### config.mk
export PLATFORM = sky130hd
export DESIGN_NAME = b_operand_feeder
export DESIGN_NICKNAME = d
export VERILOG_FILES = /design/src/rtl/b_operand_feeder.sv
export SDC_FILE = /design/constraint.sdc
export NUM_CORES = 1
export LEC_CHECK = 0
export ABC_AREA = 1
export CORE_UTILIZATION = 30
export CTS_CLUSTER_DIAMETER = 30
export DETAILED_ROUTE_END_ITERATION = 10
export PLACE_DENSITY_LB_ADDON = 0.3
export SLEW_MARGIN = 10
export SYNTH_ARGS = -nofsm -noshare
export SYNTH_HDL_FRONTEND = slang
export SYNTH_SLANG_ARGS = --single-unit
### constraint.sdc
create_clock -name clk -period 8.1 [get_ports clk]
set_clock_uncertainty 0.2 [all_clocks]
set_input_delay 2.025 -clock clk [delete_from_list [all_inputs] [get_ports clk]]
set_output_delay 2.025 -clock clk [all_outputs]
set_load 0.05 [all_outputs]
### src/rtl/b_operand_feeder.sv
// Read-side sequencer for the column-major B-operand memory of the 4x4 systolic array.
// Drives skewed per-lane read addresses and a valid mask aligned with the registered read data.
module b_operand_feeder (
    input  logic       clk,
    input  logic       rst,
    input  logic       start,
    input  logic [6:0] base_addr,
    input  logic [5:0] k_len,
    input  logic       stall,
    output logic       busy,
    output logic       done,
    output logic       mem_r_en,
    output logic [6:0] mem_read_addr_0,
    output logic [6:0] mem_read_addr_1,
    output logic [6:0] mem_read_addr_2,
    output logic [6:0] mem_read_addr_3,
    output logic [3:0] lane_valid
);

    typedef enum logic [1:0] {
        IDLE,
        ISSUE,
        FLUSH
    } state_t;

    // Lane j is active for steps j .. j+k-1, which produces the diagonal skew.
    function automatic logic [3:0] step_mask(input logic [6:0] t, input logic [5:0] k);
        logic [7:0] t8;
        logic [7:0] lo;
        logic [7:0] hi;
        step_mask = '0;
        t8 = {1'b0, t};
        for (int j = 0; j < 4; j++) begin
            lo = 8'(j);
            hi = 8'(j) + {2'b00, k};
            step_mask[j] = (t8 >= lo) && (t8 < hi);
        end
    endfunction

    function automatic logic [6:0] lane_addr(input logic [6:0] base, input logic [5:0] k,
                                             input logic [6:0] t, input int j);
        logic [8:0] col_off;
        col_off = 9'(j) * {3'b000, k};
        lane_addr = base + col_off[6:0] + t - 7'(j);
    endfunction

    state_t           state_q, state_d;
    logic [6:0]       t_q, t_d;
    logic [6:0]       base_q, base_d;
    logic [5:0]       k_q, k_d;
    logic             last_q, last_d;
    logic [3:0]       mask_q, mask_d;
    logic             busy_q, busy_d;
    logic             done_q, done_d;
    logic             r_en_q, r_en_d;
    logic [3:0][6:0]  addr_q, addr_d;
    logic [3:0]       valid_q, valid_d;

    logic             do_issue;
    logic [6:0]       t_cur;
    logic [6:0]       cfg_base;
    logic [5:0]       cfg_k;

    always_comb begin
        // NOTE: every signal written here gets a default first, otherwise paths that skip it infer latches.
        state_d  = state_q;
        t_d      = t_q;
        base_d   = base_q;
        k_d      = k_q;
        last_d   = last_q;
        mask_d   = '0;
        r_en_d   = 1'b0;
        addr_d   = '0;
        busy_d   = 1'b0;
        done_d   = 1'b0;
        valid_d  = mask_q;
        do_issue = 1'b0;
        t_cur    = t_q;
        cfg_base = base_q;
        cfg_k    = k_q;

        case (state_q)
            IDLE: begin
                if (start) begin
                    base_d   = base_addr;
                    k_d      = k_len;
                    cfg_base = base_addr;
                    cfg_k    = k_len;
                    t_cur    = '0;
                    t_d      = '0;
                    last_d   = 1'b0;
                    busy_d   = 1'b1;
                    if (k_len == 6'd0) begin
                        state_d = FLUSH;
                        done_d  = 1'b1;
                    end else begin
                        state_d  = ISSUE;
                        do_issue = !stall;
                    end
                end
            end
            ISSUE: begin
                busy_d = 1'b1;
                if (last_q) begin
                    state_d = FLUSH;
                    done_d  = 1'b1;
                end else begin
                    do_issue = !stall;
                end
            end
            FLUSH: begin
                state_d = IDLE;
                t_d     = '0;
                last_d  = 1'b0;
            end
            default: state_d = IDLE;
        endcase

        // Outputs for the next cycle are computed here so every port comes straight from a flop.
        if (do_issue) begin
            r_en_d = 1'b1;
            mask_d = step_mask(t_cur, cfg_k);
            for (int j = 0; j < 4; j++) begin
                addr_d[j] = mask_d[j] ? lane_addr(cfg_base, cfg_k, t_cur, j) : 7'd0;
            end
            last_d = ({1'b0, t_cur} == ({2'b00, cfg_k} + 8'd2));
            t_d    = t_cur + 7'd1;
        end
    end

    always_ff @(posedge clk) begin
        if (rst) begin
            state_q <= IDLE;
            t_q     <= '0;
            base_q  <= '0;
            k_q     <= '0;
            last_q  <= 1'b0;
            mask_q  <= '0;
            busy_q  <= 1'b0;
            done_q  <= 1'b0;
            r_en_q  <= 1'b0;
            addr_q  <= '0;
            valid_q <= '0;
        end else begin
            state_q <= state_d;
            t_q     <= t_d;
            base_q  <= base_d;
            k_q     <= k_d;
            last_q  <= last_d;
            mask_q  <= mask_d;
            busy_q  <= busy_d;
            done_q  <= done_d;
            r_en_q  <= r_en_d;
            addr_q  <= addr_d;
            valid_q <= valid_d;
        end
    end

    assign busy            = busy_q;
    assign done            = done_q;
    assign mem_r_en        = r_en_q;
    assign mem_read_addr_0 = addr_q[0];
    assign mem_read_addr_1 = addr_q[1];
    assign mem_read_addr_2 = addr_q[2];
    assign mem_read_addr_3 = addr_q[3];
    assign lane_valid      = valid_q;

endmodule

==> results by group <==
Yosys
  – Share of Yosys cell area claimed by the top area cell type: 0.265
  – Synthesized net count: 697
  – Post-Syn Area: 0.00469 mm^2
  – Post-synthesis sequential area ratio: 0.265
  – Post-synth top area cell: dfxtp_1
  – Synth cell types: 37
  – Mapped Avg Cell Area: between 7 and 8 um^2
  – Warnings, synthesis: 0
  – Synth area leaders: dfxtp_1 26%, ha_1 18%, fa_1 10%, inv_1 9.0%, nand2_1 6.5%
  – Flops & latches, synth: 62
  – Cells after Synth: 587

Power
  – PD cells: ~250 mW/mm^2
  – Leak: 2.91 nW
  – Worst VDD drop: about 110 uV

Clock network
  – CTS Buf Count: 9
  – Clock Path Buffers: 2
  – Clk Latency, worst-skew pair: 0.34 ns
  – CTS tree: done
  – Worst-path clk slew: 0.05 ns
  – # Post-CTS Setup Buffers: 0
  – H-tree levels: 3
  – CTS Hold Buffers Added: 0
  – CTS sink cnt: 62
  – Resized cells post-CTS: 0
  – Root Driver: clkbuf_16

STA
  – Final min period: 6.30 ns
  – Worst-Margin Slew: approximately 0.71 ns
  – Final setup vio count: 0
  – Fmax: 159 MHz
  – Fin. Hold Viols: 0
  – Hold slack final: 0.200 ns
  – Max Slew Vio Count: 0
  – Setup TNS: 0 ns
  – RSZ-0062 raised after global routing: false
  – Max-slew headroom: 0.524
  – Final Cycle Share: 0.778
  – Final WS setup: 1.80 ns

Drt
  – Pre-antenna DRT Iters: 4
  – DR WL/cell: 13.5 um
  – DR vias: 3832
  – Post-route antenna net violation count: 0
  – # DRC: 0
  – Routed vias/inst: 4.58
  – Final wirelength: about 11000 um
  – 1st-iter DRT viols: 224

Setup path
  – CP Capture Type: register
  – Number of buffers and inverters on the critical path: 5
  – Cell mode on critical path: inv_1
  – Setup CP Type: input pin to register
  – CP top delay family: adder cells
  – Worst path cell trace: clkdlybuf4s50_1, nand2_2, o21ai_2, inv_1, fa_1, inv_1, fa_1, inv_1, ha_1, ha_1, inv_1, fa_1, nor2_1, a211oi_1, or2_2, a21oi_1
  – CP max stage cell: clkdlybuf4s50_1
  – CP Launch Type: input pin
  – Worst Path Arrival: around 6.4 ns
  – CP max FO: 23
  – CP Data Required Time: around 8 ns
  – Largest stage delay, worst path: 0.56 ns

Floorplanning
  – Die area: between 0.015 and 0.02 mm^2
  – Die Y: 127 um
  – Rows: 45
  – Starting Density: 0.308
  – Ports: 52
  – Core area: about 0.015 mm^2
  – DIE WIDTH: 127 um

Placement
  – GP Congestion: 0.856
  – Detailed placement HPWL: about 9000 um
  – Port Buf Inserts: 51
  – Placed Instances: between 800 and 900
  – DP Worst Slack: 1.42 ns
  – Area of placed instances: roughly 0.0054 mm^2

Layout
  – Fin area: 0.00571 mm^2
  – Fillcell total: 1555
  – Non-Filler Instances: around 840
  – Commonest non-fill, non-tap cell in the layout: inv_1
  – Most frequent cells in the layout: 112 x inv_1, 81 x nand2_1, 69 x ha_1
  – Layout cell share with drive strength beyond 1: 0.0894
  – Layout Nets: 755
  – Area Overhead vs Synth: 21.8%
  – Multi-input gate area in the final layout: 0.00296 mm^2
  – Ant diodes: 0
  – Seq. cell area: 0.00124 mm^2

Global routing
  – Global-route wire length before repair: 18700 um
  – Remaining global-route overflow: 0
  – GRT Resource Usage Total: 0.151
  – Vias in the first global route: around 3800
  – Largest net degree at the start of global routing: 27
  – Antenna violations before repair: 0

Status
  – Status: complete, no violations

Min path
  – Worst Hold Class: register to register

Job
  – Max cap viols: 0
## power by group
| part | switching (W) | internal [W] | total, W |
|---|---|---|---|
| sequential | 0.00000752 | 0.000326 | 0.000333 |
| clock | 0.000136 | 0.000253 | 0.000389 |
| combinational | 0.000415 | 0.000265 | 0.000681 |
| total | 0.000559 | 0.000844 | 0.00140 |
## worst reg2reg max path: stages, from the launching register on
cell and delay, ns:
dfxtp_1 0.34, nor2_2 0.14, nand2_2 0.32, o21ai_2 0.51
inv_1 0.29, fa_1 0.56, inv_1 0.05, fa_1 0.47
inv_1 0.04, ha_1 0.27, ha_1 0.19, inv_1 0.07
fa_1 0.41, nor2_1 0.12, a211oi_1 0.06, or2_2 0.28
a21oi_1 0.13
## stage by stage
step                      total power [W]  utilization
after floorplan                  0.000865            -
after global placement            0.00101        0.356
after detailed placement          0.00102        0.356
after CTS                         0.00142        0.375
after global routing              0.00154        0.375
final                             0.00140        0.375
## final timing paths
| kind | from | endpoint | slack [ns] | cells past startpoint |
|---|---|---|---|---|
| min reg2reg | mask_q[0] | lane_valid[0] | 0.20 | 2 |
| max reg2reg | state_q[0] | mem_read_addr_3[5] | 3.59 | 16 |
| max | start | mem_read_addr_3[5] | 1.80 | 16 |
| min | mask_q[0] | lane_valid[0] | 0.20 | 2 |
## sequential cells by signal (all words and copies together), names as in the netlist
name	flops
mem_r_en	1
mem_read_addr_0	7
mem_read_addr_3	7
state_q	2
mem_read_addr_2	7
k_q	6
t_q	7
mask_q	4
last_q	1
done	1
busy	1
mem_read_addr_1	7
base_q	7
lane_valid	4
## cells by family (layout without fill, tap and decap cells)
logic type,count (synthesis),count (layout),share of synthesized area
AOI/OAI and AO/OA,70,70,0.0884
adders and majority gates,93,93,0.287
buffers and inverters,124,186,0.103
DFF,62,62,0.265
and+or+nand+nor,216,216,0.215
xor gates and xnor gates,22,22,0.0411
## layout make-up
class                   count  share of cell area
multi-input cells         401               0.519
flip-flops and latches     62               0.218
repair buffers             53              0.0921
inverters                 118              0.0776
clock buffers              12              0.0450
well taps                 188              0.0412
clock inverters             3             0.00768
## routing by layer
layer  vias to the layer above  track usage  routed length (um)
li1                       1954            -                   -
met1                      1799        0.195                5400
met2                        60        0.245                5240
met3                        19       0.0314                 415
met4                         0       0.0658                 257
met5                         -            0                   0
## synthesized netlist by cell type
master,n
inv_1,112
nand2_1,81
ha_1,69
dfxtp_1,62
nor2_1,62
a21oi_1,32
nand3_1,26
fa_1,24
o21ai_0,17
xor2_1,17
or2_2,15
nand4_1,7
inv_2,6
nand2_2,5
xnor2_1,5
nand3b_1,4
nor3_1,4
o21ai_2,4
a21o_1,3
a31oi_1,3
clkbuf_1,3
nor2_2,3
o211ai_1,3
o21bai_1,3
a211oi_1,2
buf_6,2
nand3_2,2
nor2_4,2
a21oi_2,1
a22oi_1,1
and2_1,1
buf_4,1
nand3_4,1
nand4_2,1
nor2_8,1
o21ai_4,1
or2_0,1
Power figures use the tool's default switching activity.
